--- config.mk ---
export PLATFORM = sky130hd
export DESIGN_NAME = fifo_sr_drain
export DESIGN_NICKNAME = d
export VERILOG_FILES = /design/src/rtl/fifo_sr_pkg.sv /design/src/rtl/fifo_sr_drain_rr_arbiter.sv /design/src/rtl/fifo_sr_drain.sv
export SDC_FILE = /design/constraint.sdc
export NUM_CORES = 1
export LEC_CHECK = 0
export BUFFER_PORTS_ARGS = -buffer_cell sky130_fd_sc_hd__clkbuf_2
export CAP_MARGIN = 20
export CORE_ASPECT_RATIO = 0.9
export CORE_MARGIN = 3
export CORE_UTILIZATION = 35
export CTS_CLUSTER_DIAMETER = 120
export DETAILED_ROUTE_END_ITERATION = 8
export GPL_TIMING_DRIVEN = 1
export PLACE_DENSITY = 0.62
export SLEW_MARGIN = 20
export SYNTH_ARGS = -nofsm -noshare
export SYNTH_HDL_FRONTEND = slang
export SYNTH_SLANG_ARGS = --single-unit
--- constraint.sdc ---
create_clock -name ck -period 1.6 [get_ports ck]
set_clock_uncertainty 0.15 [all_clocks]
set_input_delay 0.32 -clock ck [delete_from_list [all_inputs] [get_ports ck]]
set_output_delay 0.32 -clock ck [all_outputs]
set_load 0.1 [all_outputs]
--- src/rtl/fifo_sr_pkg.sv ---
// Shared definitions for the tagged multi-flux FIFO read side.
// Tag/payload width derivation and a tag-extract helper.
package fifo_sr_pkg;

    // Tag bits needed to name every flux.
    function automatic int tag_w(input int flux);
        return $clog2(flux);
    endfunction

    // Payload bits left once the tag is stripped off the word.
    function automatic int pay_w(input int width, input int flux);
        return width - $clog2(flux);
    endfunction

    // Tag sits in the top tw bits of a width-bit word.
    function automatic int tag_of(
        input logic [63:0] word,
        input int          width,
        input int          tw
    );
        logic [63:0] s;
        s = word >> (width - tw);
        return int'(s & ((64'd1 << tw) - 64'd1));
    endfunction

endpackage

--- src/rtl/fifo_sr_drain_rr_arbiter.sv ---
// Combinational round-robin arbiter: first requester at or after ptr.
// Ports: req/ptr in; one-hot gnt, gnt_idx and gnt_vld out.
module rr_arbiter #(
    parameter int FLUX = 2,
    parameter int TW   = 1
) (
    input  logic [FLUX-1:0] req,
    input  logic [TW-1:0]   ptr,
    output logic [FLUX-1:0] gnt,
    output logic [TW-1:0]   gnt_idx,
    output logic            gnt_vld
);

    int          c;
    logic [TW-1:0] ci;

    always_comb begin
        gnt     = '0;
        gnt_idx = '0;
        gnt_vld = 1'b0;
        c       = 0;
        ci      = '0;
        for (int k = 0; k < FLUX; k++) begin
            c  = (32'(ptr) + k) % FLUX;
            ci = c[TW-1:0];
            if (!gnt_vld && req[ci]) begin
                gnt_vld = 1'b1;
                gnt_idx = ci;
                gnt[ci] = 1'b1;
            end
        end
    end

endmodule

--- src/rtl/fifo_sr_drain.sv ---
// Read-side drain engine: round-robin rd pulses, tag check, per-flux output.
// Ports: ck/rst, en, fifo_empty/fifo_dataout/fifo_rd, out_data/valid/ready, tag_err.
module fifo_sr_drain
    import fifo_sr_pkg::*;
#(
    parameter int WIDTH     = 8,
    parameter int FLUX      = 2,
    parameter int TAG_WIDTH = tag_w(FLUX),
    parameter int PW        = pay_w(WIDTH, FLUX)
) (
    input  logic                 ck,
    input  logic                 rst,
    input  logic                 en,
    input  logic [FLUX-1:0]      fifo_empty,
    input  logic [WIDTH-1:0]     fifo_dataout,
    output logic [FLUX-1:0]      fifo_rd,
    output logic [FLUX*PW-1:0]   out_data,
    output logic [FLUX-1:0]      out_valid,
    input  logic [FLUX-1:0]      out_ready,
    output logic                 tag_err
);

    logic [FLUX-1:0]      elig;
    logic [FLUX-1:0]      pend;
    logic [FLUX-1:0]      tag_ok;
    logic [FLUX-1:0]      bad;
    logic [FLUX-1:0]      gnt;
    logic [TAG_WIDTH-1:0] gnt_idx;
    logic                 gnt_vld;
    logic [TAG_WIDTH-1:0] rr_ptr;
    int                   rx_tag;

    // Tags >= FLUX never equal a flux index, so they always mismatch.
    assign rx_tag = tag_of(64'(fifo_dataout), WIDTH, TAG_WIDTH);

    rr_arbiter #(
        .FLUX (FLUX),
        .TW   (TAG_WIDTH)
    ) u_arb (
        .req     (elig),
        .ptr     (rr_ptr),
        .gnt     (gnt),
        .gnt_idx (gnt_idx),
        .gnt_vld (gnt_vld)
    );

    assign fifo_rd = rst ? '0 : gnt;

    // Grant sets pend; a granted flux is never pending, so the
    // grant vector alone is the next pend state.
    always_ff @(posedge ck or posedge rst) begin
        if (rst) begin
            pend   <= '0;
            rr_ptr <= '0;
        end else begin
            pend <= fifo_rd;
            if (gnt_vld) begin
                rr_ptr <= (32'(gnt_idx) == FLUX - 1) ? '0
                                                      : gnt_idx + 1'b1;
            end
        end
    end

    always_ff @(posedge ck or posedge rst) begin
        if (rst) begin
            tag_err <= 1'b0;
        end else if (|bad) begin
            tag_err <= 1'b1;
        end
    end

    for (genvar i = 0; i < FLUX; i++) begin : g_flux
        logic          v_q;
        logic [PW-1:0] d_q;
        logic          hit;

        assign tag_ok[i] = (rx_tag == i);
        assign hit       = pend[i] & tag_ok[i];
        assign bad[i]    = pend[i] & ~tag_ok[i];
        assign elig[i]   = en & ~fifo_empty[i] & ~pend[i]
                         & (~v_q | out_ready[i]);

        // A capture wins over the handshake clear at the same edge.
        always_ff @(posedge ck or posedge rst) begin
            if (rst) begin
                v_q <= 1'b0;
                d_q <= '0;
            end else if (hit) begin
                v_q <= 1'b1;
                d_q <= fifo_dataout[PW-1:0];
            end else if (v_q && out_ready[i]) begin
                v_q <= 1'b0;
            end
        end

        assign out_valid[i]          = v_q;
        assign out_data[i*PW +: PW]  = d_q;
    end

endmodule

==> metrics.yaml <==
hold_start: "fifo_dataout[6]"
hold_end: "g_flux[1].d_q[6]$_DFFE_PP0P_"
cp.arrival_ns: 1.44
startpoint_type: "flop"
synthesis.nets: 69
max_cap_viol_count: 0
grt_use_total: 0.132
hold_violations: 0
netlist_area_um2: 817
ys_warn_count: 0
dr_wl_met3_um: 113
wl_met1_um: 770
hold_depth: 2
r2r_setup_slack_ns: 0.19
grt_max_degree: 21
drcViolationCount: 0
finalPower_mw: 2.14
grt_pass1_vias: 604
place.gp.congestion: 0.735
avgSynthCellArea_um2: 15.1
wl_um: 1700
synth_top_area_share: 0.613
max_freq_mhz: 524
clk-insertion-delay-late_ns: 0.30
antenna_cells: 0
crit_start: "g_flux[0].v_q$_DFFE_PP0P_"
fp.dieW_um: 56.9
cts_root_buf: "clkbuf_4"
dp_worst_setup_slack_ns: -0.0390
mostFrequentLayoutCells: "buf_4 (24), dfrtp_1 (20), clkbuf_2 (14)"
design.core.area_um2: 2060
dpl.cell_count: 116
avgRoutedWirePerCell_um: 13.7
postSynthCellCount: 54
finalCritPeriodShare: 1.19
initial_utilization: 0.396
p_per_area_nw_per_um2: 1700
grt_pass1_wl_um: 2910
cts_tree: "built"
nets: 115
hold_ws_ns: 0.111
rr_endpoint: "g_flux[0].d_q[5]$_DFFE_PP0P_"
layout_setup_ws_ns: -0.310
rows: 15
hp-class: "in -> reg"
via_per_inst: 4.51
synth-seq-area-share: 0.613
grt.overflow.total: 0
clockBufferDepth: 2
num_vias: 559
worst_pin_slew_ns: 0.280
rr_worst_depth: 4
portBuffers: 33
cts_sinks: 20
dieArea_um2: 2950
final_core_util: 0.611
end_kind: "primary output"
period_minus_slack_ns: 1.91
cts_buffers: 3
drive_gt1_frac: 0.717
synth.area.top_cells: "dfrtp_1 (61%), mux2_4 (13%), mux2_2 (9.6%)"
dr_wl_met2_um: 821
hpwl_um: 1220
final_cell_count_no_fill: 124
clk_pin_slew_worst_paths_ns: 0.11
die_h_um: 51.8
peakVddDrop_v: 0.00120
outcome: "complete, but fails checks"
antenna_found_initial: 0
drtPass1Iterations: 2
setup_violations: 2
cp_data_required_time_ns: 1.13
leakage_nw: 0.633
area_growth_syn_to_layout_pct: 54.4
drt_iter0_drc: 2
grt_setup_unrepaired: "true"
rr_startpoint: "pend[0]$_DFF_PP0_"
critPathMaxFanout: 3
nFillCells: 179
htreeDepth: 1
final_common_cell: "buf_4"
synth_seq_cells: 20
ys_types: 18
violations: "setup timing"
top_layer: "met3"
synth_top_area_cell: "dfrtp_1"
ant_nets: 0
maxSlewHeadroom: 0.815
ios: 34
maxSlewViolCount: 0
crit_type: "reg -> out"
-- synth_stat cells --
| master | count |
|---|---|
| mux2_4 | 7 |
| and3_1 | 1 |
| and2b_1 | 1 |
| nand2_1 | 2 |
| nor2b_2 | 1 |
| buf_4 | 2 |
| a211oi_1 | 1 |
| dfrtp_1 | 20 |
| nand2b_1 | 2 |
| inv_1 | 2 |
| mux2_2 | 7 |
| buf_6 | 1 |
| mux2i_1 | 1 |
| o211a_1 | 1 |
| a211o_2 | 1 |
| nand2_2 | 1 |
| nor2_1 | 2 |
| nand3_1 | 1 |
-- cell families (layout without fill, tap and decap cells) --
logic type / Yosys count / count (layout) / synth area share
multiplexers: 15 / 15 / 0.237
AO/OA/AOI/OAI: 3 / 3 / 0.0337
buffers and inverters: 5 / 50 / 0.0413
flip-flops: 20 / 20 / 0.613
AND/OR/NAND/NOR: 11 / 11 / 0.0751
-- flip-flops by register name, summed over array words and instances, names as in the netlist, named ones only --
register	cells
tag_err	1
g_flux.d_q	14
pend	2
g_flux.v_q	2
-- critical path, stage by stage, from the launching register on --
cell	delay [ns]
dfrtp_1	0.39
nand2b_1	0.10
nand3_2	0.14
a211oi_4	0.29
buf_12	0.21
-- report_power, final --
part | internal, mW | switching (mW) | total, mW
logic | 0.299 | 0.873 | 1.17
clock network | 0.139 | 0.147 | 0.286
registers | 0.611 | 0.0706 | 0.681
-- worst max-delay path by stage --
stage / endpoint / slack [ns] / depth (start not counted)
after global placement: fifo_rd[1] / -0.03 / 5
after CTS: fifo_rd[0] / -0.29 / 4
after floorplan: fifo_rd[0] / -0.36 / 3
after detailed placement: fifo_rd[0] / -0.04 / 5
after global routing: fifo_rd[0] / -0.41 / 4
final: fifo_rd[0] / -0.31 / 4
-- stage by stage --
step / cell area (µm²) / TNS [ns]
after floorplan: 847 / -1.10
after global placement: 1180 / -0.0448
after detailed placement: 1180 / -0.0715
after CTS: 1240 / -0.556
after global routing: 1260 / -0.750
final: 1260 / -0.580
-- timing repair --
action,in CTS,in global routing
endpoints found under the hold margin,20,0
gates cloned,0,0
setup endpoints to repair,2,2
buffers inserted,1,2
hold buffers,1,0
pin swaps,2,2
gates resized for setup,2,1
-- per-layer routing --
metal  GRT usage  vias up
met5           0        -
met2       0.202       20
li1            -      275
met3      0.0546        0
met4      0.0116        0
met1       0.182      264
-- layout make-up --
cell class / count / area, µm² / share of cell area
Tap cell: 25 / 31.3 / 0.0248
Clock buffer: 4 / 36.3 / 0.0288
Multi-Input combinational cell: 29 / 325 / 0.258
Timing Repair Buffer: 44 / 360 / 0.286
Inverter: 2 / 7.51 / 0.00595
Sequential cell: 20 / 500 / 0.397
No activity file was read; power rests on OpenSTA's default activity.
